==> config.mk <==
export PLATFORM = sky130hd
export DESIGN_NAME = clk_period_meter
export DESIGN_NICKNAME = d
export VERILOG_FILES = /design/src/rtl/clk_period_meter.sv
export SDC_FILE = /design/constraint.sdc
export NUM_CORES = 1
export LEC_CHECK = 0
export ABC_AREA = 0
export CORE_MARGIN = 3
export CORE_UTILIZATION = 35
export CTS_BUF_LIST = sky130_fd_sc_hd__clkbuf_8
export DETAILED_ROUTE_END_ITERATION = 16
export PLACE_DENSITY = 0.65
export REMOVE_ABC_BUFFERS = 1
export SLEW_MARGIN = 0
export SYNTH_ARGS = -nofsm -noshare
export SYNTH_HDL_FRONTEND = slang
export SYNTH_SLANG_ARGS = --single-unit
==> constraint.sdc <==
create_clock -name clk -period 2.33 [get_ports clk]
set_input_delay 0.233 -clock clk [delete_from_list [all_inputs] [get_ports clk]]
set_output_delay 0.233 -clock clk [all_outputs]
set_load 0.01 [all_outputs]
==> src/rtl/clk_period_meter.sv <==
// clk_period_meter: measures the period of slow async sig_in in clk cycles; optional HIGH_TIME_EN macro adds high-time reporting
module clk_period_meter #(
   parameter int SYNC_STAGES = 2,
   parameter int TIMEOUT     = 100000000,
   parameter int CNT_W       = $clog2(TIMEOUT + 1)
) (
   input  logic             clk,
   input  logic             rst,
   input  logic             sig_in,
   output logic [CNT_W-1:0] period,
   output logic             period_valid,
   output logic [CNT_W-1:0] high_time,
   output logic             timeout,
   output logic             locked
);
   typedef enum logic {IDLE, MEASURE} state_t;

   localparam logic [CNT_W-1:0] TMO = CNT_W'(TIMEOUT);
   localparam logic [CNT_W-1:0] ONE = CNT_W'(1);

   logic [SYNC_STAGES-1:0] sync_q, sync_d;
   logic                   s_d_q, s_d_d;
   state_t                 state_q, state_d;
   logic [CNT_W-1:0]       cnt_q, cnt_d;
   logic [CNT_W-1:0]       period_q, period_d;
   logic                   valid_q, valid_d;
   logic                   timeout_q, timeout_d;
   logic                   locked_q, locked_d;
   logic                   s, rise;

   assign s    = sync_q[SYNC_STAGES-1];
   assign rise = s & ~s_d_q;

   // input synchronizer plus one-cycle delayed copy for edge detection
   always_comb begin
      sync_d = {sync_q[SYNC_STAGES-2:0], sig_in};
      s_d_d  = s;
   end

   // synchronizer registers
   always_ff @(posedge clk or posedge rst) begin
      if (rst) begin
         sync_q <= '0;
         s_d_q  <= 1'b0;
      end else begin
         sync_q <= sync_d;
         s_d_q  <= s_d_d;
      end
   end

   // measurement FSM: a rise in IDLE only arms; a rise in MEASURE reports cnt; cnt reaching TIMEOUT without a rise drops to IDLE
   always_comb begin
      state_d   = state_q;
      cnt_d     = cnt_q;
      period_d  = period_q;
      valid_d   = 1'b0;
      timeout_d = timeout_q;
      if (state_q == IDLE) begin
         cnt_d = '0;
         if (rise) begin
            cnt_d     = ONE;
            timeout_d = 1'b0;
            state_d   = MEASURE;
         end
      end else if (rise) begin
         period_d = cnt_q;
         valid_d  = 1'b1;
         cnt_d    = ONE;
      end else if (cnt_q == TMO) begin
         state_d   = IDLE;
         timeout_d = 1'b1;
         cnt_d     = '0;
      end else begin
         cnt_d = cnt_q + ONE;
      end
      locked_d = (state_d == MEASURE);
   end

   // FSM and result registers
   always_ff @(posedge clk or posedge rst) begin
      if (rst) begin
         state_q   <= IDLE;
         cnt_q     <= '0;
         period_q  <= '0;
         valid_q   <= 1'b0;
         timeout_q <= 1'b0;
         locked_q  <= 1'b0;
      end else begin
         state_q   <= state_d;
         cnt_q     <= cnt_d;
         period_q  <= period_d;
         valid_q   <= valid_d;
         timeout_q <= timeout_d;
         locked_q  <= locked_d;
      end
   end

   assign period       = period_q;
   assign period_valid = valid_q;
   assign timeout      = timeout_q;
   assign locked       = locked_q;

`ifdef HIGH_TIME_EN
   logic             fall;
   logic [CNT_W-1:0] hi_lat_q, hi_lat_d;
   logic             fall_seen_q, fall_seen_d;
   logic [CNT_W-1:0] high_time_q, high_time_d;

   assign fall = ~s & s_d_q;

   // latch cnt at the falling edge; publish it alongside period (whole period if no fall was seen)
   always_comb begin
      hi_lat_d    = hi_lat_q;
      fall_seen_d = fall_seen_q;
      high_time_d = high_time_q;
      if (rise) begin
         fall_seen_d = 1'b0;
         if (state_q == MEASURE) high_time_d = fall_seen_q ? hi_lat_q : cnt_q;
      end else if (fall && state_q == MEASURE) begin
         hi_lat_d    = cnt_q;
         fall_seen_d = 1'b1;
      end
   end

   // high-time registers
   always_ff @(posedge clk or posedge rst) begin
      if (rst) begin
         hi_lat_q    <= '0;
         fall_seen_q <= 1'b0;
         high_time_q <= '0;
      end else begin
         hi_lat_q    <= hi_lat_d;
         fall_seen_q <= fall_seen_d;
         high_time_q <= high_time_d;
      end
   end

   assign high_time = high_time_q;
`else
   assign high_time = '0;
`endif

endmodule
==> flow_summary.ini, run 1 <==
[route]
ant_nets = 0
drt_iter0_drc = 148
post-route-drc-count = 0
wire_per_inst_microns = 13.5
drt-total-wl_mm = 5.58
via_count = 2080
dr.pass1.iters = 4
via_per_inst = 5.04

[synth]
synthAdderAreaFrac = 0.00847
ys.flop_type = dfrtp_1
synth_area_per_cell_sq_um = 10.9
synth_mux_area_frac = 0.0839
yosysTopAreaCell = dfrtp_1
synth_area_leaders = dfrtp_1 (51%), mux2_2 (8.4%), buf_4 (7.1%)
synth_edf_count = 0
synth-simple-area-share = 0.185
synth_top_family_by_area = simple AND/OR/NAND/NOR gates
ys_top_cells_by_count = dfrtp_1 (60), buf_4 (28), mux2_2 (22)
synth_cell_types = 38
synth.most_common_cell = dfrtp_1
syn_area_sq_um = 2950
synthXorXnorAreaFrac = 0.0297
synth-seq-area-share = 0.508
synth_seq_cells = 60
synthCells = 271
synth_top_area_frac = 0.508
synth-async-reset-ratio = 1.00
synth_compound_area_frac = 0.0780
yosys_warnings = 0

[clocking]
cts.sinks = 60
post_cts_buffers = 0
clkLatencyLatePin_ns = 0.34
cts.path.max_buffers = 2
root_buffer = clkbuf_8
hold_buffers = 0
clk_pin_slew_ns = 0.06
cts_buffers = 9
cts_resized = 0
tritoncts = yes
htree_num_levels = 3

[critical_path]
path_class = reg -> reg
cp-end-kind = register
rrSetupSlack_ns = 0.28
cp.required_ns = 2.58
reg2regPathDepth = 4
cp_max_fo = 15
reg2reg_from = cnt_q[2]$_DFF_PP0_
crit_arrival_ns = 2.30
start_kind = register
r2r_end = cnt_q[15]$_DFF_PP0_

[floorplan]
die_x_microns = 97.9
start_util = 0.371
io_pins = 60
rows = 32
dieHeight_microns = 97.9
die_area_sq_um = 9570
coreArea_sq_um = 7970

[timing]
grt_setup_unrepaired = false
fin_worst_skew_ns = 0.00520
hold_viol_final = 0
period_share = 0.879
setup_viol = 0
slew_violations = 0
fin_setup_tns_ns = 0
period_minus_slack_ns = 2.05
fmax_mhz = 488
holdWs_ns = 0.265

[cells_and_area]
final_layout_size_suffix_gt1_frac = 0.154
fillers = 777
areaGrowthSynthToFinish_pct = 16.7
final_cell_area_sq_um = 3450
final_net_count = 311
num_antenna_cells = 0

[global_routing]
grt_pass1_vias = 2045
track_usage = 0.126
antenna_found_initial = 0
grt_pass1_wl_mm = 9.60
grt_max_degree = 61
overflow = 0

[power_and_ir_drop]
ir_drop_mv = 0.471
leakagePower_nw = 1.55
power.density_nw_per_um2 = 654
finalPower_mw = 2.25

[placed_design]
dpl-instance-area_sq_um = 3260
place_congestion = 0.786
dp_hpwl_mm = 3.82
port_buffers = 32

[flow_run]
cap_violations = 0

[outcome]
outcome = finished clean

[min_path]
hp-class = in -> async
## registers in the layout, indices dropped and copies added (netlist names)
| register | cells |
|---|---|
| sync_q | 2 |
| s_d_q | 1 |
| period_valid | 1 |
| period | 27 |
| timeout | 1 |
| cnt_q | 27 |
| locked | 1 |
## worst max path at each step
stage / start / endpoint
detailed placement: cnt_q[0]$_DFF_PP0_ / cnt_q[24]$_DFF_PP0_
global route: cnt_q[2]$_DFF_PP0_ / cnt_q[17]$_DFF_PP0_
floorplan: cnt_q[0]$_DFF_PP0_ / cnt_q[24]$_DFF_PP0_
global placement: cnt_q[0]$_DFF_PP0_ / cnt_q[24]$_DFF_PP0_
finish: cnt_q[2]$_DFF_PP0_ / cnt_q[15]$_DFF_PP0_
CTS: cnt_q[0]$_DFF_PP0_ / cnt_q[24]$_DFF_PP0_
## metrics by stage
stage / util / cells / setup slack (ns)
floorplan: - / 258 / 0.442
global placement: 0.410 / 397 / 0.378
detailed placement: 0.410 / 397 / 0.322
CTS: 0.432 / 413 / 0.301
global route: 0.432 / 413 / 0.122
finish: 0.432 / 413 / 0.283
## per-layer routing
metal	share of wire	global-route usage	up-vias
li1	-	-	989
met1	0.46	0.158	1012
met2	0.45	0.188	71
met3	0.067	0.0571	8
met4	0.016	0.0554	0
met5	0	0	-
## logic make-up (layout without fill, tap and decap cells)
logic type	count (synthesis)	after routing
and+or+nand+nor	91	91
muxes	22	22
DFF	60	60
AOI/OAI and AO/OA	39	39
adders and majority gates	2	2
xor gates and xnor gates	10	10
other	1	27
buffers and inverters	46	60
## placed cells by master (no fill, tap or decap), drive strengths merged
cell,instances
dfrtp,60
and2,2
nor2,13
o31ai,10
ha,2
xor2,6
and4b,1
conb,27
nor4,3
nor3,1
or3,5
a31o,1
o21bai,1
and3,6
o21ai,13
and4,2
nand2b,1
nand3,11
clkbuf,12
or4,13
a21oi,14
nand4,10
nor4b,3
clkdlybuf4s50,32
mux2,22
xnor2,4
and3b,1
nand2,16
clkinv,1
inv,10
buf,5
nand3b,3
## cell type report
type,count,area [sq um],share of cell area
inverter,7,26.3,0.00763
multi-input combinational,191,1240,0.359
clock inverter,4,16.3,0.00472
clock buffer,12,165,0.0479
sequential,60,1500,0.436
tap,102,128,0.0370
timing repair buffer,37,370,0.107
## worst max-delay path: stages, from the launching register on
cell and delay, ns:
dfrtp_1 0.47, and3_1 0.33, nand4_2 0.38, or4_1 0.58, a21oi_1 0.18
## power by group
part / internal, mW / total (mW) / switching, mW / leakage [nW]
logic: 0.119 / 0.260 / 0.141 / 0.634
clock network: 0.459 / 0.833 / 0.374 / 0.106
registers: 1.10 / 1.16 / 0.0590 / 0.814
(Power assumes the default switching activity.)
==> run 2: changes to the inputs <==
- CORE_UTILIZATION: 35 -> 53
- PLACE_DENSITY: 0.65 -> 0.89
==> flow_summary.ini, run 2 (synthesis gave the netlist of run 1 again) <==
[outcome]
outcome = finished clean

[critical_path]
cp-end-kind = register
cp.required_ns = 2.58
start_kind = register
crit_arrival_ns = 2.28
crit_chain = ha_1 > nand2_4 > or4_4 > or4_1 > a21oi_1
path_class = reg -> reg
slowest_delay_ns = 0.52
cp_max_fo = 6
cpMaxStageDelayCell = or4_4

[global_routing]
track_usage = 0.193
overflow = 0
grt_max_degree = 25
antenna_found_initial = 0
grt_pass1_wl_mm = 9.60
grt_pass1_vias = 2081

[timing]
fin_ws_ns = 0.298
setup_viol = 0
hold_viol_final = 0
fmax_mhz = 492
period_minus_slack_ns = 2.03
fin_worst_skew_ns = 0.00718
tightest_slew_ns = 0.496
fin_setup_tns_ns = 0
slew_headroom = 0.666
slew_violations = 0
period_share = 0.872
grt_setup_unrepaired = false

[cells_and_area]
layout_commonest_cell = dfrtp_1
final_net_count = 313
areaGrowthSynthToFinish_pct = 15.0
final_layout_size_suffix_gt1_frac = 0.160
layout.cells.most_common_list = dfrtp_1 (60), clkdlybuf4s50_1 (32), conb_1 (27)
num_antenna_cells = 0
final_cell_area_sq_um = 3400
final-instance-count-excl-fill = 382

[route]
dr.pass1.iters = 4
post-route-drc-count = 0
via_count = 2143
drt_iter0_drc = 125
wire_per_inst_microns = 14.8
ant_nets = 0
via_per_inst = 5.61
drt-total-wl_mm = 5.65

[power_and_ir_drop]
ir_drop_mv = 0.698
switching_share = 0.259
power_frac_seq = 0.521
pwr-share-comb = 0.121
power.density_nw_per_um2 = 654
p_int_mw = 1.65
netSwitchingPower_uw = 576
leakagePower_nw = 1.55
p_clk_frac = 0.357

[clocking]
tritoncts = yes
clk_pin_slew_ns = 0.07
cts.sinks = 60
cts_resized = 0
htree_num_levels = 3
clkLatencyLatePin_ns = 0.33
cts_buffers = 9
root_buffer = clkbuf_8
post_cts_buffers = 0
hold_buffers = 0
cts.path.max_buffers = 2

[floorplan]
start_util = 0.564
die_area_sq_um = 6500
dieHeight_microns = 80.6
io_pins = 60
die_x_microns = 80.6
rows = 26
coreArea_sq_um = 5240

[placed_design]
port_buffers = 32
place_congestion = 0.910
dpl-instance-area_sq_um = 3230
dp.cells = 367
dp_hpwl_mm = 4.00
pre_cts_slack_ns = 0.325

[min_path]
hp-class = in -> async

[flow_run]
cap_violations = 0
## run 2: critical path, delay by kind of cell (launching register included)
kind            cells  cell delay (ns)
flops               1             0.42
fa+ha+maj           1             0.31
simple gates        3             1.08
compound gates      1             0.16
## run 2: power groups by stage
stage	Sequential (mW)	Clock, mW	Combinational [mW]
global route	1.17	0.862	0.301
finish	1.16	0.794	0.270
global placement	1.17	0	0.259
detailed placement	1.18	0	0.270
CTS	1.16	0.814	0.273
floorplan	1.18	0	0.144
## run 2: path summary, 6_finish.rpt
kind,endpoint,slack (ns),depth (start not counted),startpoint
max,cnt_q[24]$_DFF_PP0_,0.30,5,cnt_q[0]$_DFF_PP0_
min reg2reg,sync_q[1]$_DFF_PP0_,0.36,0,sync_q[0]$_DFF_PP0_
max in group asynchronous,sync_q[0]$_DFF_PP0_,1.44,3,rst
max reg2reg,cnt_q[24]$_DFF_PP0_,0.30,5,cnt_q[0]$_DFF_PP0_
min,period_valid$_DFF_PP0_,0.24,2,rst
min in group clk,sync_q[0]$_DFF_PP0_,0.35,1,sig_in
## run 2: final cells by class
type,instances,area [sq um]
Fill cell,428,1840
Clock inverter,4,17.5
Clock buffer,11,151
Timing Repair Buffer,39,373
Inverter,7,26.3
Tap cell,70,87.6
Multi-Input combinational cell,191,1240
Sequential cell,60,1500
## run 2: per-layer routing
layer  share of wire  global-route usage  wire (microns)  vias up
li1                -                   -               -      996
met1            0.43               0.246            2450     1067
met2            0.49               0.315            2780       73
met3           0.060              0.0538             341        7
met4           0.013              0.0642              76        0
met5               0                   0               0        -
## run 2: stage by stage
stage / utilization / hold slack, ns / power (mW)
6_report: 0.648 / 0.243 / 2.22
5_1_grt: 0.648 / 0.285 / 2.33
4_1_cts: 0.648 / 0.257 / 2.25
3_5_place_dp: 0.616 / 0.345 / 1.44
3_3_place_gp: 0.616 / 0.337 / 1.43
2_1_floorplan: - / 0.264 / 1.33
==> run 3: changes to the inputs <==
- ABC_AREA: 0 -> default
==> results of run 3 <==
No change in the layout: final DEF, timing and power equal those of run 2.
